**config.mk**
```make
export PLATFORM = sky130hd
export DESIGN_NAME = mem_arbiter
export DESIGN_NICKNAME = d
export VERILOG_FILES = /design/src/rtl/mem_arbiter.sv
export SDC_FILE = /design/constraint.sdc
export NUM_CORES = 1
export LEC_CHECK = 0
export CAP_MARGIN = 15
export CORE_AREA = 3 3 108 110
export DETAILED_ROUTE_END_ITERATION = 8
export DIE_AREA = 0 0 111 113
export PLACE_DENSITY = 0.86
export SLEW_MARGIN = 20
export SYNTH_ARGS = -nofsm -noshare
export SYNTH_HDL_FRONTEND = slang
export SYNTH_SLANG_ARGS = --single-unit
export TNS_END_PERCENT = 100
```
**constraint.sdc**
```tcl
create_clock -name clk_i -period 5.1 [get_ports clk_i]
set_input_delay 0.765 -clock clk_i [delete_from_list [all_inputs] [get_ports clk_i]]
set_output_delay 0.765 -clock clk_i [all_outputs]
set_load 0.02 [all_outputs]
```
**src/rtl/mem_arbiter.sv**
```systemverilog
// Two-requester round-robin arbiter in front of a single-port data memory.
// Each access runs IDLE -> ACCESS -> RESP, so at most one access completes every 3 cycles.
module mem_arbiter #(
  parameter int ADDR_WIDTH = 32,
  parameter int DATA_WIDTH = 32
) (
  input  logic                  clk_i,
  input  logic                  rst_i,
  input  logic [1:0]            req_i,
  input  logic [1:0]            we_i,
  input  logic [ADDR_WIDTH-1:0] addr0_i,
  input  logic [ADDR_WIDTH-1:0] addr1_i,
  input  logic [DATA_WIDTH-1:0] wdata0_i,
  input  logic [DATA_WIDTH-1:0] wdata1_i,
  input  logic [2:0]            ctrl0_i,
  input  logic [2:0]            ctrl1_i,
  output logic [1:0]            gnt_o,
  output logic [1:0]            rvalid_o,
  output logic [DATA_WIDTH-1:0] rdata_o,
  output logic [ADDR_WIDTH-1:0] mem_addr_o,
  output logic [DATA_WIDTH-1:0] mem_wdata_o,
  output logic [2:0]            mem_ctrl_o,
  output logic                  mem_we_o,
  output logic                  mem_en_o,
  input  logic [DATA_WIDTH-1:0] mem_rdata_i
);
  localparam logic [1:0] IDLE   = 2'd0;
  localparam logic [1:0] ACCESS = 2'd1;
  localparam logic [1:0] RESP   = 2'd2;

  logic [1:0]            state;
  logic                  owner, last_owner, winner;
  logic                  we_q;
  logic [ADDR_WIDTH-1:0] addr_q;
  logic [DATA_WIDTH-1:0] wdata_q;
  logic [2:0]            ctrl_q;

  logic [1:0][ADDR_WIDTH-1:0] addr_v;
  logic [1:0][DATA_WIDTH-1:0] wdata_v;
  logic [1:0][2:0]            ctrl_v;

  assign addr_v  = {addr1_i, addr0_i};
  assign wdata_v = {wdata1_i, wdata0_i};
  assign ctrl_v  = {ctrl1_i, ctrl0_i};

  // Sole requester wins; on a tie the one that did not go last wins.
  always_comb begin
    winner = 1'b0;
    case (req_i)
      2'b01:   winner = 1'b0;
      2'b10:   winner = 1'b1;
      2'b11:   winner = ~last_owner;
      default: winner = 1'b0;
    endcase
  end

  always_ff @(posedge clk_i or posedge rst_i) begin
    if (rst_i) begin
      state      <= IDLE;
      last_owner <= 1'b1;
      owner      <= 1'b0;
      we_q       <= 1'b0;
      addr_q     <= '0;
      wdata_q    <= '0;
      ctrl_q     <= '0;
    end else begin
      case (state)
        IDLE: if (req_i != 2'b00) begin
          state      <= ACCESS;
          owner      <= winner;
          last_owner <= winner;
          we_q       <= we_i[winner];
          addr_q     <= addr_v[winner];
          wdata_q    <= wdata_v[winner];
          ctrl_q     <= ctrl_v[winner];
        end
        ACCESS:  state <= RESP;
        RESP:    state <= IDLE;
        default: state <= IDLE;
      endcase
    end
  end

  logic in_access, in_resp;
  logic [1:0] owner_oh;
  assign in_access = (state == ACCESS);
  assign in_resp   = (state == RESP);
  assign owner_oh  = owner ? 2'b10 : 2'b01;

  // Reset clears state asynchronously, so every output below drops with it.
  assign gnt_o       = in_access ? owner_oh : 2'b00;
  assign rvalid_o    = in_resp   ? owner_oh : 2'b00;
  assign rdata_o     = in_resp   ? mem_rdata_i : '0;
  assign mem_en_o    = in_access;
  assign mem_we_o    = in_access & we_q;
  assign mem_addr_o  = in_access ? addr_q  : '0;
  assign mem_wdata_o = in_access ? wdata_q : '0;
  assign mem_ctrl_o  = in_access ? ctrl_q  : '0;
endmodule

```
==> qor.yml, run 1 <==
clockBufferDepth: 2
final_util: 0.682
crit_path_end: "mem_wdata_o[13]"
rrSetupSlack_ns: 2.94
synth_nets: 522
leakage_nw: 2.97
dieArea_um2: 12500
maxSlewViolCount: 0
postCtsResizedCells: 0
gp_congestion: 0.886
grt_first_pass_wirelength_um: 21200
dpl.hpwl_um: 10200
drt_wl_total_um: 13600
portBuffers: 276
finalSetupViolations: 0
ir_drop_mv: 0.265
yosysWarningCount: 0
fin_nets: 786
syn_area_um2: 4260
cts_hold_buf: 0
p_comb_frac: 0.597
fp.dieW_um: 111
slew_headroom: 0.314
cts_made_buffers: 9
grt_pass1_vias: 3881
die_y_um: 113
fin_skew_ns: 0.00891
internal-power_mw: 2.39
fin_crit_sh: 0.620
power.clock.fraction: 0.130
worstPathArrival_ns: 2.39
area_growth_pct: 72.8
clock-sinks: 72
hold_slack_ns: 0.499
clk_latency_ns: 0.33
start_util: 0.395
startpoint: "state[0]"
vias: 3608
clk_pin_slew_ns: 0.07
cts_tree: "done"
num_antenna_cells: 0
cts_setup_buffers: 0
hold_violations: 0
drive_above_1_share: 0.258
ys_seq_area_frac: 0.423
switching_share: 0.361
syn_area_per_cell_um2: 12.2
drc: 0
setup_tns_ns: 0
status: "completed"
first_iter_violations: 143
syn_inst: 350
cts_htree_levels: 3
criticalPathCategory: "reg2out"
wl_per_cell_um: 17.9
drt-pass1-iter-count: 4
timing.rr.end: "addr_q[25]"
core-area_um2: 10800
post-route-min-period_ns: 3.16
worst_setup_path_end_kind: "output port"
rows: 38
grt_max_degree: 71
via_per_inst: 4.75
power.density_nw_per_um2: 508
gr-total-overflow: 0
rr_worst_depth: 3
p_sw_mw: 1.35
tightest_slew_ns: 1.03
cp-start-kind: "flip-flop"
io_pins: 277
min_path_type: "reg2reg"
crit_required_ns: 4.34
antenna_found_initial: 0
clock-root-buffer: "clkbuf_8"
critPathMaxFanout: 37
ys_ff_latch: 72
fmax_mhz: 316
rsz0062_at_grt: "false"
grtUsageTotal: 0.210
cap_violations: 0
seq_power_share: 0.273
drtAntennaViolNets: 0
timing.rr.start: "state[1]"
ys_types: 16
[layout make-up]
cell class                      count  area [um^2]
Multi-Input combinational cell    249         2330
Sequential cell                    72         1800
Clock inverter                      2         35.0
Inverter                            2         7.51
Fill cell                         818         3430
Clock buffer                       14          183
Timing Repair Buffer              280         2830
Tap cell                          140          175
[per-stage QoR]
| step | area [um^2] | power [mW] | setup slack [ns] | cells |
|---|---|---|---|---|
| 4_1_cts | 7340 | 3.78 | 1.87 | 758 |
| 2_1_floorplan | 4260 | 2.32 | 2.51 | 350 |
| 3_5_place_dp | 7120 | 3.27 | 2.03 | 742 |
| 5_1_grt | 7360 | 3.95 | 1.75 | 759 |
| 3_3_place_gp | 7090 | 3.18 | 1.98 | 741 |
| 6_report | 7360 | 3.74 | 1.94 | 759 |
[synth_stat cells]
| master | n | area (um^2) |
|---|---|---|
| dfrtp_1 | 71 | 1780 |
| buf_6 | 3 | 33.8 |
| clkbuf_1 | 12 | 45.0 |
| dfstp_2 | 1 | 26.3 |
| o32ai_1 | 1 | 8.76 |
| mux2_2 | 118 | 1330 |
| and2_1 | 104 | 651 |
| nor2b_1 | 3 | 18.8 |
| a21oi_1 | 1 | 5.00 |
| a31oi_1 | 1 | 6.26 |
| a21bo_1 | 1 | 10.0 |
| buf_2 | 12 | 60.1 |
| o21a_1 | 1 | 7.51 |
| nor2_1 | 1 | 3.75 |
| inv_1 | 2 | 7.51 |
| mux2_4 | 18 | 270 |
[worst max-delay path, cell delays in order, from the launching register on]
cell,delay (ns)
dfrtp_1,0.41
nor2b_4,0.62
buf_16,0.25
and2_1,0.17
clkdlybuf4s50_1,0.61
[placed cells by master, fill, tap and decap left out, drive strengths merged]
cell type,Yosys,layout
clkbuf,12,14
clkinv,0,1
o32ai,1,1
dfrtp,71,71
dfstp,1,1
nor2,1,1
a31oi,1,1
buf,15,4
o21a,1,1
bufinv,0,1
a21oi,1,1
a21bo,1,1
mux2,136,136
inv,2,2
clkdlybuf4s50,0,276
nor2b,3,3
and2,104,104
[registers in the layout (all words and copies together) (netlist names)]
name	cells
last_owner	1
we_q	1
addr_q	32
wdata_q	32
state	2
ctrl_q	3
owner	1
[worst min-delay path by stage]
stage / from / depth (start not counted) / slack [ns] / end
after CTS: addr_q[12] / 1 / 0.50 / addr_q[12]
final: addr_q[15] / 1 / 0.50 / addr_q[15]
after global placement: wdata_q[21] / 1 / 0.48 / wdata_q[21]
after global routing: addr_q[13] / 1 / 0.51 / addr_q[13]
after detailed placement: addr_q[12] / 1 / 0.49 / addr_q[12]
after floorplan: state[1] / 1 / 0.46 / state[1]
[power groups by stage]
| stage | combinational, mW | sequential [mW] | clock (mW) |
|---|---|---|---|
| 6_report | 2.23 | 1.02 | 0.486 |
| 5_1_grt | 2.37 | 1.06 | 0.527 |
| 4_1_cts | 2.25 | 1.02 | 0.504 |
| 3_5_place_dp | 2.24 | 1.03 | 0 |
| 3_3_place_gp | 2.18 | 1.00 | 0 |
| 2_1_floorplan | 1.35 | 0.969 | 0 |
[layer usage]
layer	global-route usage	share of wire
met5	0	0
met4	0.0534	0.012
met3	0.0455	0.064
met2	0.392	0.54
met1	0.246	0.39
[kinds of logic (layout without fill, tap and decap cells)]
family / count (synthesis) / after routing / synth area share
flops: 72 / 72 / 0.423
compound gates: 5 / 5 / 0.00881
buf+inv: 29 / 298 / 0.0344
mux: 136 / 136 / 0.375
simple gates: 108 / 108 / 0.158
(Power assumes the default switching activity.)
==> inputs of run 2 (changes only) <==
Settings changed: CORE_AREA 3 3 108 110 to 3 3 112 114, DIE_AREA 0 0 111 113 to 0 0 115 117, PLACE_DENSITY 0.86 to 0.8.
Clock period 5.1 ns to 3 ns, I/O delays scaled along.
==> qor.yml, run 2 (same netlist as run 1, synthesis figures left out) <==
tightest_slew_ns: 0.643  # -0.386 ns
post-route-min-period_ns: 2.44
fmax_mhz: 410
worstHoldPathCells: 1  # unchanged
clockBufferDepth: 2  # unchanged
dieArea_um2: 13500  # +7.3%
drtAntennaViolNets: 0  # unchanged
cts_htree_levels: 3  # unchanged
criticalPathCategory: "reg2out"
fin_nets: 789  # +0.38%
rr_worst_depth: 4  # +1
grt_first_pass_wirelength_um: 19400  # -8.7%
first_iter_violations: 81  # -43%
cts_hold_buf: 0  # unchanged
fin_crit_sh: 0.813
grt_max_degree: 72  # +1.4%
grtUsageTotal: 0.181  # -0.0295
min_to: "addr_q[3]"
io_pins: 277  # unchanged
gr-total-overflow: 0  # unchanged
cap_violations: 0  # unchanged
grt_pass1_vias: 3811  # -1.8%
fp.dieW_um: 115  # +3.6%
die_y_um: 117  # +3.5%
hold_violations: 0  # unchanged
vias: 3594  # -0.39%
timing.rr.start: "last_owner"
crit_required_ns: 2.55  # -1.79 ns
cp-start-kind: "flip-flop"
leakage_nw: 3.03  # +2.2%
fillers: 944  # +15%
finalSetupViolations: 0  # unchanged
dp.cells: 749  # +0.94%
hold_slack_ns: 0.495  # -0.00381 ns
setup_tns_ns: 0  # unchanged
portBuffers: 276  # unchanged
status: "completed"
clk_pin_slew_ns: 0.06  # about the same
cts_tree: "done"
clk_latency_ns: 0.33  # about the same
timing.rr.end: "ctrl_q[0]"
start_util: 0.370  # -0.0248
final_area_um2: 7520  # +2.2%
placed_area_um2: 7190  # +0.90%
gp_congestion: 0.728  # -18%
rsz0062_at_grt: "false"
clock-sinks: 72  # unchanged
postCtsResizedCells: 0  # unchanged
slew_headroom: 0.571  # +0.256
num_antenna_cells: 0  # unchanged
power.density_nw_per_um2: 890  # +75%
critPathMaxFanout: 71  # +92%
top_regs: "addr_q: 32 flops, wdata_q: 32 flops, ctrl_q: 3 flops"
rows: 39  # +2.6%
worstHoldStart: "addr_q[3]"
area_growth_pct: 76.5
finalPower_mw: 6.69  # +79%
rrSetupSlack_ns: 1.00  # -1.94 ns
fin_skew_ns: 0.00747  # -0.00144 ns
via_per_inst: 4.70  # -1.2%
ir_drop_mv: 0.519  # +96%
drc: 0  # unchanged
antenna_found_initial: 0  # unchanged
dpl.hpwl_um: 9880  # -3.5%
drive_above_1_share: 0.262  # +0.00358
wl_per_cell_um: 17.0  # -4.9%
clock-root-buffer: "clkbuf_16"
drt_wl_total_um: 13000  # -4.1%
drt-pass1-iter-count: 4  # unchanged
core-area_um2: 11500  # +6.7%
maxSlewViolCount: 0  # unchanged
cts_made_buffers: 9  # unchanged
worstPathArrival_ns: 1.99  # -0.40 ns
layout.cells.non_filler: 765  # +0.79%
min_path_type: "reg2reg"
final_common_cell: "clkdlybuf4s50_1"
worst_setup_path_end_kind: "output port"
final_cell_mix: "clkdlybuf4s50_1, mux2_2, and2_1"
cts_setup_buffers: 0  # unchanged
[run 2: changes by cell type in the layout (fill, tap and decap cells not counted), sizes merged]
cell | before | now
clkinvlp | 0 | 1
bufinv | 1 | 2
clkbuf | 14 | 12
buf | 4 | 7
[run 2: worst max-delay path by stage]
stage,startpoint,end,cells past startpoint
after floorplan,rst_i,addr_q[0],1
after global placement,req_i[0],addr_q[31],5
after detailed placement,req_i[0],ctrl_q[0],5
after CTS,state[0],mem_wdata_o[2],4
after global routing,state[1],rvalid_o[0],4
final,state[0],mem_wdata_o[6],4
[run 2: area by class of cell]
class                      count  area, um^2  share of cell area
sequential                    72        1800               0.240
timing repair buffer         283        2870               0.381
multi-input combinational    249        2330               0.310
clock inverter                 4        76.3              0.0102
clock buffer                  12         256              0.0341
inverter                       2        7.51            0.000999
tap                          143         179              0.0238
[run 2: power by group]
part           switching, mW  internal, mW
sequential             0.232          1.48
clock                  0.402         0.775
combinational           1.68          2.12
total                   2.32          4.38
[run 2: stage by stage]
step                      setup WS (ns)  utilization
final                             0.560        0.653
after global routing              0.410        0.653
after CTS                         0.517        0.653
after floorplan                   0.727            -
after detailed placement          0.534        0.624
after global placement            0.575        0.624
[run 2: critical path, stage by stage, from the launching register on]
cell,delay [ns]
dfrtp_1,0.41
nor2b_4,0.19
buf_12,0.26
and2_1,0.16
clkdlybuf4s50_1,0.65
[run 2: routing by layer]
metal  track usage  wire length (um)  up-vias
li1              -                 -     1722
met1         0.194              4640     1698
met2         0.341              6960      164
met3        0.0622              1240       10
met4        0.0438               151        0
met5             0                 0        -
